<file path="config.mk">
export PLATFORM = sky130hd
export DESIGN_NAME = bram_mem_dual_rmw
export DESIGN_NICKNAME = d
export VERILOG_FILES = /design/src/rtl/bram_mem_dual_rmw.sv
export SDC_FILE = /design/constraint.sdc
export NUM_CORES = 2
export LEC_CHECK = 0
export CORE_MARGIN = 1.5
export CORE_UTILIZATION = 50
export CTS_CLUSTER_DIAMETER = 40
export CTS_CLUSTER_SIZE = 30
export DETAILED_ROUTE_END_ITERATION = 12
export PLACE_DENSITY = 0.72
export SETUP_SLACK_MARGIN = 0.05
export SLEW_MARGIN = 20
export SYNTH_ARGS = -nofsm -noshare
export SYNTH_HDL_FRONTEND = slang
export SYNTH_SLANG_ARGS = --single-unit
</file>
<file path="constraint.sdc">
create_clock -name CLK -period 6.8 [get_ports CLK]
set_clock_uncertainty 0.2 [all_clocks]
set_input_delay 1.36 -clock CLK [delete_from_list [all_inputs] [get_ports CLK]]
set_output_delay 1.36 -clock CLK [all_outputs]
set_load 0.1 [all_outputs]
</file>
<file path="src/rtl/bram_mem_dual_rmw.sv">
// Dual-port RMW table: read / write / add / read-and-clear per port, with built-in init sweep.
// Latency: request accepted at edge t -> DOUT/DOUT_VLD after edge t+2, write-back commits at edge t+2.
// Backpressure: none; requests seen while BUSY or CLEAR is high are dropped without a DOUT_VLD.
module bram_mem_dual_rmw #(
  parameter int                    ADDR_WIDTH = 5,
  parameter int                    DATA_WIDTH = 32,
  parameter logic [DATA_WIDTH-1:0] INIT_VALUE = '0,
  parameter int                    SATURATE   = 0
) (
  input  logic                  CLK,
  input  logic                  RESETN,
  input  logic                  CLEAR,
  output logic                  BUSY,
  input  logic                  REQ_0,
  input  logic [1:0]            OP_0,
  input  logic [ADDR_WIDTH-1:0] ADDR_0,
  input  logic [DATA_WIDTH-1:0] DIN_0,
  output logic [DATA_WIDTH-1:0] DOUT_0,
  output logic                  DOUT_VLD_0,
  input  logic                  REQ_1,
  input  logic [1:0]            OP_1,
  input  logic [ADDR_WIDTH-1:0] ADDR_1,
  input  logic [DATA_WIDTH-1:0] DIN_1,
  output logic [DATA_WIDTH-1:0] DOUT_1,
  output logic                  DOUT_VLD_1
);

  localparam int DEPTH = 2 ** ADDR_WIDTH;

  typedef logic [ADDR_WIDTH-1:0] addr_t;
  typedef logic [DATA_WIDTH-1:0] data_t;
  typedef enum logic [1:0] {ST_INIT, ST_RUN, ST_DRAIN} state_t;

  // New stored value for one op given the word value it sees.
  function automatic data_t apply_op(input logic [1:0] op, input data_t old_v, input data_t din);
    logic [DATA_WIDTH:0] sum;
    sum = {1'b0, old_v} + {1'b0, din};
    case (op)
      2'b00:   apply_op = old_v;
      2'b01:   apply_op = din;
      2'b10:   apply_op = (SATURATE != 0 && sum[DATA_WIDTH]) ? '1 : sum[DATA_WIDTH-1:0];
      default: apply_op = '0;
    endcase
  endfunction

  // Port-indexed views of the request inputs
  logic [1:0] req_in;
  logic [1:0] op_in   [2];
  addr_t      addr_in [2];
  data_t      din_in  [2];

  assign req_in     = {REQ_1, REQ_0};
  assign op_in[0]   = OP_0;
  assign op_in[1]   = OP_1;
  assign addr_in[0] = ADDR_0;
  assign addr_in[1] = ADDR_1;
  assign din_in[0]  = DIN_0;
  assign din_in[1]  = DIN_1;

  // Sweep / run / drain controller state
  state_t state_q;
  addr_t  sweep_q;
  logic   drain_q;
  logic   busy_q;

  // Pipeline state
  logic [1:0] s1_vld_d, s1_vld_q;
  logic [1:0] s1_op_d   [2], s1_op_q   [2];
  addr_t      s1_addr_d [2], s1_addr_q [2];
  data_t      s1_din_d  [2], s1_din_q  [2];
  logic [1:0] s2_vld_d, s2_vld_q;
  logic [1:0] s2_op_d   [2], s2_op_q   [2];
  addr_t      s2_addr_d [2], s2_addr_q [2];
  data_t      s2_din_d  [2], s2_din_q  [2];
  logic [1:0] fwd_hit_d, fwd_hit_q;
  data_t      fwd_dat_d [2], fwd_dat_q [2];
  data_t      ram_rd_q  [2];
  logic [1:0] dout_vld_d, dout_vld_q;
  data_t      dout_d    [2], dout_q    [2];

  // S2 datapath
  logic  collide;
  data_t old_0, old_1, new_0, new_1;

  // RAM write ports
  logic  we_0, we_1;
  addr_t wa_0, wa_1;
  data_t wd_0, wd_1;

  data_t mem [DEPTH];

  logic accept_ok;
  assign accept_ok = !busy_q && !CLEAR;

  // Controller: sweep every address after reset, drain two cycles before re-sweeping on CLEAR
  always_ff @(posedge CLK or negedge RESETN) begin
    if (!RESETN) begin
      state_q <= ST_INIT;
      sweep_q <= '0;
      drain_q <= 1'b0;
      busy_q  <= 1'b1;
    end else begin
      case (state_q)
        ST_INIT: begin
          sweep_q <= sweep_q + addr_t'(1);
          if (&sweep_q) begin
            state_q <= ST_RUN;
            busy_q  <= 1'b0;
          end
        end
        ST_RUN: begin
          if (CLEAR) begin
            state_q <= ST_DRAIN;
            busy_q  <= 1'b1;
            drain_q <= 1'b0;
          end
        end
        ST_DRAIN: begin
          drain_q <= 1'b1;
          if (drain_q) begin
            state_q <= ST_INIT;
            sweep_q <= '0;
          end
        end
        default: state_q <= ST_INIT;
      endcase
    end
  end

  // S1 capture of accepted requests
  always_comb begin
    for (int p = 0; p < 2; p++) begin
      s1_vld_d[p]  = req_in[p] && accept_ok;
      s1_op_d[p]   = op_in[p];
      s1_addr_d[p] = addr_in[p];
      s1_din_d[p]  = din_in[p];
    end
  end

  // S2 capture plus forwarding of the result being written this cycle (port 1 wins)
  always_comb begin
    s2_vld_d = s1_vld_q;
    for (int p = 0; p < 2; p++) begin
      s2_op_d[p]   = s1_op_q[p];
      s2_addr_d[p] = s1_addr_q[p];
      s2_din_d[p]  = s1_din_q[p];
      fwd_hit_d[p] = 1'b0;
      fwd_dat_d[p] = new_1;
      if (s2_vld_q[1] && s2_addr_q[1] == s1_addr_q[p]) begin
        fwd_hit_d[p] = 1'b1;
        fwd_dat_d[p] = new_1;
      end else if (s2_vld_q[0] && s2_addr_q[0] == s1_addr_q[p]) begin
        fwd_hit_d[p] = 1'b1;
        fwd_dat_d[p] = new_0;
      end
    end
  end

  // S2 old/new values; on a same-address pair port 1 operates on port 0's result
  always_comb begin
    collide = s2_vld_q[0] && s2_vld_q[1] && (s2_addr_q[0] == s2_addr_q[1]);
    old_0   = fwd_hit_q[0] ? fwd_dat_q[0] : ram_rd_q[0];
    new_0   = apply_op(s2_op_q[0], old_0, s2_din_q[0]);
    old_1   = collide ? new_0 : (fwd_hit_q[1] ? fwd_dat_q[1] : ram_rd_q[1]);
    new_1   = apply_op(s2_op_q[1], old_1, s2_din_q[1]);
  end

  // Output registers hold their last value between valid cycles
  always_comb begin
    dout_vld_d = s2_vld_q;
    dout_d[0]  = s2_vld_q[0] ? old_0 : dout_q[0];
    dout_d[1]  = s2_vld_q[1] ? old_1 : dout_q[1];
  end

  // Write-port selection: sweep borrows port 0; a colliding pair writes once via port 1
  always_comb begin
    we_0 = (state_q == ST_INIT) || (s2_vld_q[0] && !collide);
    wa_0 = (state_q == ST_INIT) ? sweep_q : s2_addr_q[0];
    wd_0 = (state_q == ST_INIT) ? INIT_VALUE : new_0;
    we_1 = s2_vld_q[1];
    wa_1 = s2_addr_q[1];
    wd_1 = new_1;
  end

  // Pipeline registers
  always_ff @(posedge CLK or negedge RESETN) begin
    if (!RESETN) begin
      s1_vld_q   <= '0;
      s2_vld_q   <= '0;
      fwd_hit_q  <= '0;
      dout_vld_q <= '0;
      for (int p = 0; p < 2; p++) begin
        s1_op_q[p]   <= '0;
        s1_addr_q[p] <= '0;
        s1_din_q[p]  <= '0;
        s2_op_q[p]   <= '0;
        s2_addr_q[p] <= '0;
        s2_din_q[p]  <= '0;
        fwd_dat_q[p] <= '0;
        dout_q[p]    <= '0;
      end
    end else begin
      s1_vld_q   <= s1_vld_d;
      s2_vld_q   <= s2_vld_d;
      fwd_hit_q  <= fwd_hit_d;
      dout_vld_q <= dout_vld_d;
      for (int p = 0; p < 2; p++) begin
        s1_op_q[p]   <= s1_op_d[p];
        s1_addr_q[p] <= s1_addr_d[p];
        s1_din_q[p]  <= s1_din_d[p];
        s2_op_q[p]   <= s2_op_d[p];
        s2_addr_q[p] <= s2_addr_d[p];
        s2_din_q[p]  <= s2_din_d[p];
        fwd_dat_q[p] <= fwd_dat_d[p];
        dout_q[p]    <= dout_d[p];
      end
    end
  end

  // Dual-port block RAM, read-before-write, synchronous read
  always_ff @(posedge CLK) begin
    if (we_0) mem[wa_0] <= wd_0;
    if (we_1) mem[wa_1] <= wd_1;
    ram_rd_q[0] <= mem[s1_addr_q[0]];
    ram_rd_q[1] <= mem[s1_addr_q[1]];
  end

  assign BUSY       = busy_q;
  assign DOUT_0     = dout_q[0];
  assign DOUT_1     = dout_q[1];
  assign DOUT_VLD_0 = dout_vld_q[0];
  assign DOUT_VLD_1 = dout_vld_q[1];

endmodule
</file>
==> flow_summary.yaml <==
finish:
  drive_gt1_share_pct: 25.9
  multiInputGateArea_mm2: 0.0332
  final_cells: 7977
  areaGrowthSynthToFinish_pct: 15.3
  fin_nets: 6031
  seq_area_mm2: 0.0396
  fillerInstances: 11300
power:
  seqPwrFrac_pct: 38.9
  switching_share_pct: 34.3
  vdd_drop_max_uv: 247
  p_per_area_mw_per_mm2: 325
  p_int_w: 0.0183
  switchingPower_w: 0.00956
  leakagePower_nw: 29.4
  p_clk_share_pct: 35.4
  p_comb_share_pct: 25.7
yosys:
  yosys.cell_types.count: 80
  synth.cell_area_mm2: 0.0743
  yosys_most_used_dff: "edfxtp_1"
  yosys.area.top_type: "edfxtp_1"
  synth_common_cells: "nand2_1, edfxtp_1, o21ai_0"
  syn_inst: 5893
  synth_top_area_share_pct: 41.4
  synth.most_common_cell: "nand2_1"
  yosysWarnings: 0
  syn-num-nets: 6042
  async_reset_ff_share_pct: 21.7
  yosysSeqAreaShare_pct: 53.2
  synth_area_leaders: "edfxtp_1, mux4_2, dfrtp_1, o21ai_0, nand2_1"
  synth_area_per_cell_um2: 12.6
  ys_ff_latch: 1389
  synth_edf_count: 1024
status:
  status: "completed"
timing:
  slew_viol_final: 0
  fin_crit_ns: 6.57
  max_freq_ghz: 0.152
  setup_viol: 0
  hold_viol: 0
  slew_headroom_pct: 16.3
  tightestPinTransition_ns: 1.25
  period_share_pct: 96.6
  setup_ws_ns: 0.234
  rsz0062_at_grt: "true"
die:
  dieArea_mm2: 0.151
  io_pins: 150
  die_h_um: 389
  die_w_um: 389
  rows: 141
  initial_core_util_pct: 50.3
  core_mm2: 0.148
detailed_routing:
  ant_nets: 0
  drt_iter0_drc: 8623
  wl_per_cell_um: 33.5
  first_pass_iters: 9
  wirelength_um: 267000
  vias: 55400
  routed_via_density: 6.94
  drc: 0
clock_network:
  path_clk_slew_ns: 0.07
  cts_tree: "built"
  clock_path_buffers: 3
  clkLatencyLatePin_ns: 0.87
  h-tree-depth: 4
  cts_root_buf: "clkbuf_16"
  cts_sinks: 1389
  cts_buffers: 180
grt:
  antenna_found_initial: 10
  grt-ovfl-total: 0
  grt_pass1_wl_um: 381000
  grt_pass1_vias: 54300
  grt_max_degree: 144
  grt_usage_pct: 35.2
setup_path:
  worst_r2r_path_depth: 25
  cp_max_fo: 34
  cp-start-kind: "flop"
  cp.required_ns: 7.17
  slowest_delay_ns: 0.43
  path_common_cell: "buf_4"
  r2r_start: "fwd_hit_q[0]"
  cp_data_arrival_time_ns: 6.93
  crit_slowest_cell: "dfrtp_2"
  cp-end-kind: "flop"
  crit_family: "compound AO/OA/AOI/OAI gates"
  worstReg2RegEnd: "mem[29][18]"
  worstSetupPathType: "flop to flop"
  crit_buf_inv: 5
  reg2reg_slack_ns: 0.23
place:
  port_buffers: 149
  hpwl_um: 166000
  placedCellCount: 7627
  pre_cts_ws_ns: -0.0624
  gp_congestion: 0.984
worst_hold_path:
  hold_depth: 0
  hp-class: "flop to flop"
  min-delay-start: "s1_din_q[49]"
  holdPathEnd: "s2_din_q[49]"
run:
  drv_cap: 0
[routing by layer]
layer / global-route usage [%] / vias up / wire length [um]
li1: - / 22500 / -
met4: 24.0 / 8 / 21500
met3: 11.1 / 1155 / 37200
met1: 42.6 / 27200 / 87200
met2: 54.0 / 4507 / 121000
met5: 0 / - / 121
[layout by cell type, fill, tap and decap left out, drive strengths merged, types with 14 or more instances in the layout]
cell type	count
xor2	37
ha	64
a21oi	169
dfrtp	300
nor3	28
o22ai	136
o221ai	35
a21o	34
mux2i	114
clkdlybuf4s50	146
nor2	181
clkinvlp	19
clkbuf	204
o21a	22
clkinv	50
inv	90
and3	17
bufinv	14
mux2	135
edfxtp	1024
xnor2	29
buf	279
o21ai	938
mux4	640
a211oi	15
nand3	16
nand2	1039
dfxtp	64
[power groups by stage]
stage               sequential, W  clock [W]  combinational [W]
global placement           0.0109          0            0.00678
floorplan                  0.0115          0            0.00336
global route               0.0109     0.0102            0.00734
CTS                        0.0108    0.00989            0.00690
detailed placement         0.0110          0            0.00685
finish                     0.0109    0.00988            0.00716
[logic make-up after synthesis]
| group | Yosys count | share of synthesized area, % |
|---|---|---|
| adders and majority gates | 66 | 1.13 |
| and+or+nand+nor | 1373 | 7.44 |
| buffers and inverters | 658 | 3.40 |
| muxes | 889 | 23.0 |
| xor gates and xnor gates | 66 | 0.778 |
| DFF | 1389 | 53.2 |
| AOI/OAI and AO/OA | 1452 | 11.1 |
[through the flow]
| step | utilization, % | hold WS, ns | total power (W) | TNS [ns] | instance area (um2) |
|---|---|---|---|---|---|
| final | 58.0 | 0.131 | 0.0279 | 0 | 85700 |
| after global routing | 58.0 | 0.147 | 0.0285 | 0 | 85700 |
| after CTS | 57.9 | 0.134 | 0.0276 | 0 | 85400 |
| after detailed placement | 53.6 | 0.135 | 0.0178 | -1.26 | 79100 |
| after global placement | 53.5 | 0.133 | 0.0177 | -1.19 | 79100 |
| after floorplan | - | 0.131 | 0.0149 | 0 | 74300 |
[state kept, by name, indices dropped and copies added, names as in the netlist, 5 cells and up]
| register | cells |
|---|---|
| s2_din_q | 64 |
| ram_rd_q | 64 |
| DOUT_0 | 32 |
| DOUT_1 | 32 |
| s1_addr_q | 10 |
| s2_addr_q | 5 |
| sweep_q | 5 |
| mem | 1024 |
| s1_din_q | 64 |
| fwd_dat_q | 64 |
| wa_1 | 5 |
[worst max path at each step]
stage	cells after the start	from	to	slack, ns
floorplan	31	fwd_hit_q[0]	mem[22][31]	0.14
global placement	27	fwd_hit_q[0]	mem[13][30]	-0.04
detailed placement	27	fwd_hit_q[0]	mem[7][30]	-0.06
CTS	27	fwd_hit_q[0]	mem[27][30]	0.05
global route	27	fwd_hit_q[0]	mem[11][30]	0.01
finish	25	fwd_hit_q[0]	mem[29][18]	0.23
[worst register-to-register path, cell delays in order, from the launching register on]
cell	delay (ns)
dfrtp_2	0.43
buf_4	0.21
mux2i_4	0.30
inv_1	0.07
ha_1	0.29
a211o_1	0.34
a211o_1	0.34
a21o_1	0.18
a21oi_1	0.16
xor2_1	0.16
nand2_1	0.10
a32oi_4	0.38
mux2i_4	0.18
ha_1	0.36
a21o_1	0.23
a2111oi_4	0.39
o31a_2	0.25
o41ai_4	0.09
buf_4	0.17
a21oi_1	0.29
xor2_1	0.23
buf_4	0.17
o22ai_1	0.11
a221oi_4	0.28
buf_12	0.22
o21ai_0	0.16
[layout make-up]
type	count	area share (%)
clock buffers	204	5.48
well taps	1930	2.82
clock inverters	133	1.82
multi-input cells	3846	38.7
flip-flops and latches	1389	46.2
inverters	40	0.175
diodes	10	0.0292
repair buffers	425	4.78
[what timing repair did]
item / CTS / global route
endpoints found under the hold margin: 0 / 0
hold buffers: 0 / 0
setup buffers: 0 / 1
setup endpoints to repair: 167 / 465
resized for setup: 3 / 43
pin swaps: 0 / 7
Note: power is estimated with default switching activity, not from simulation.
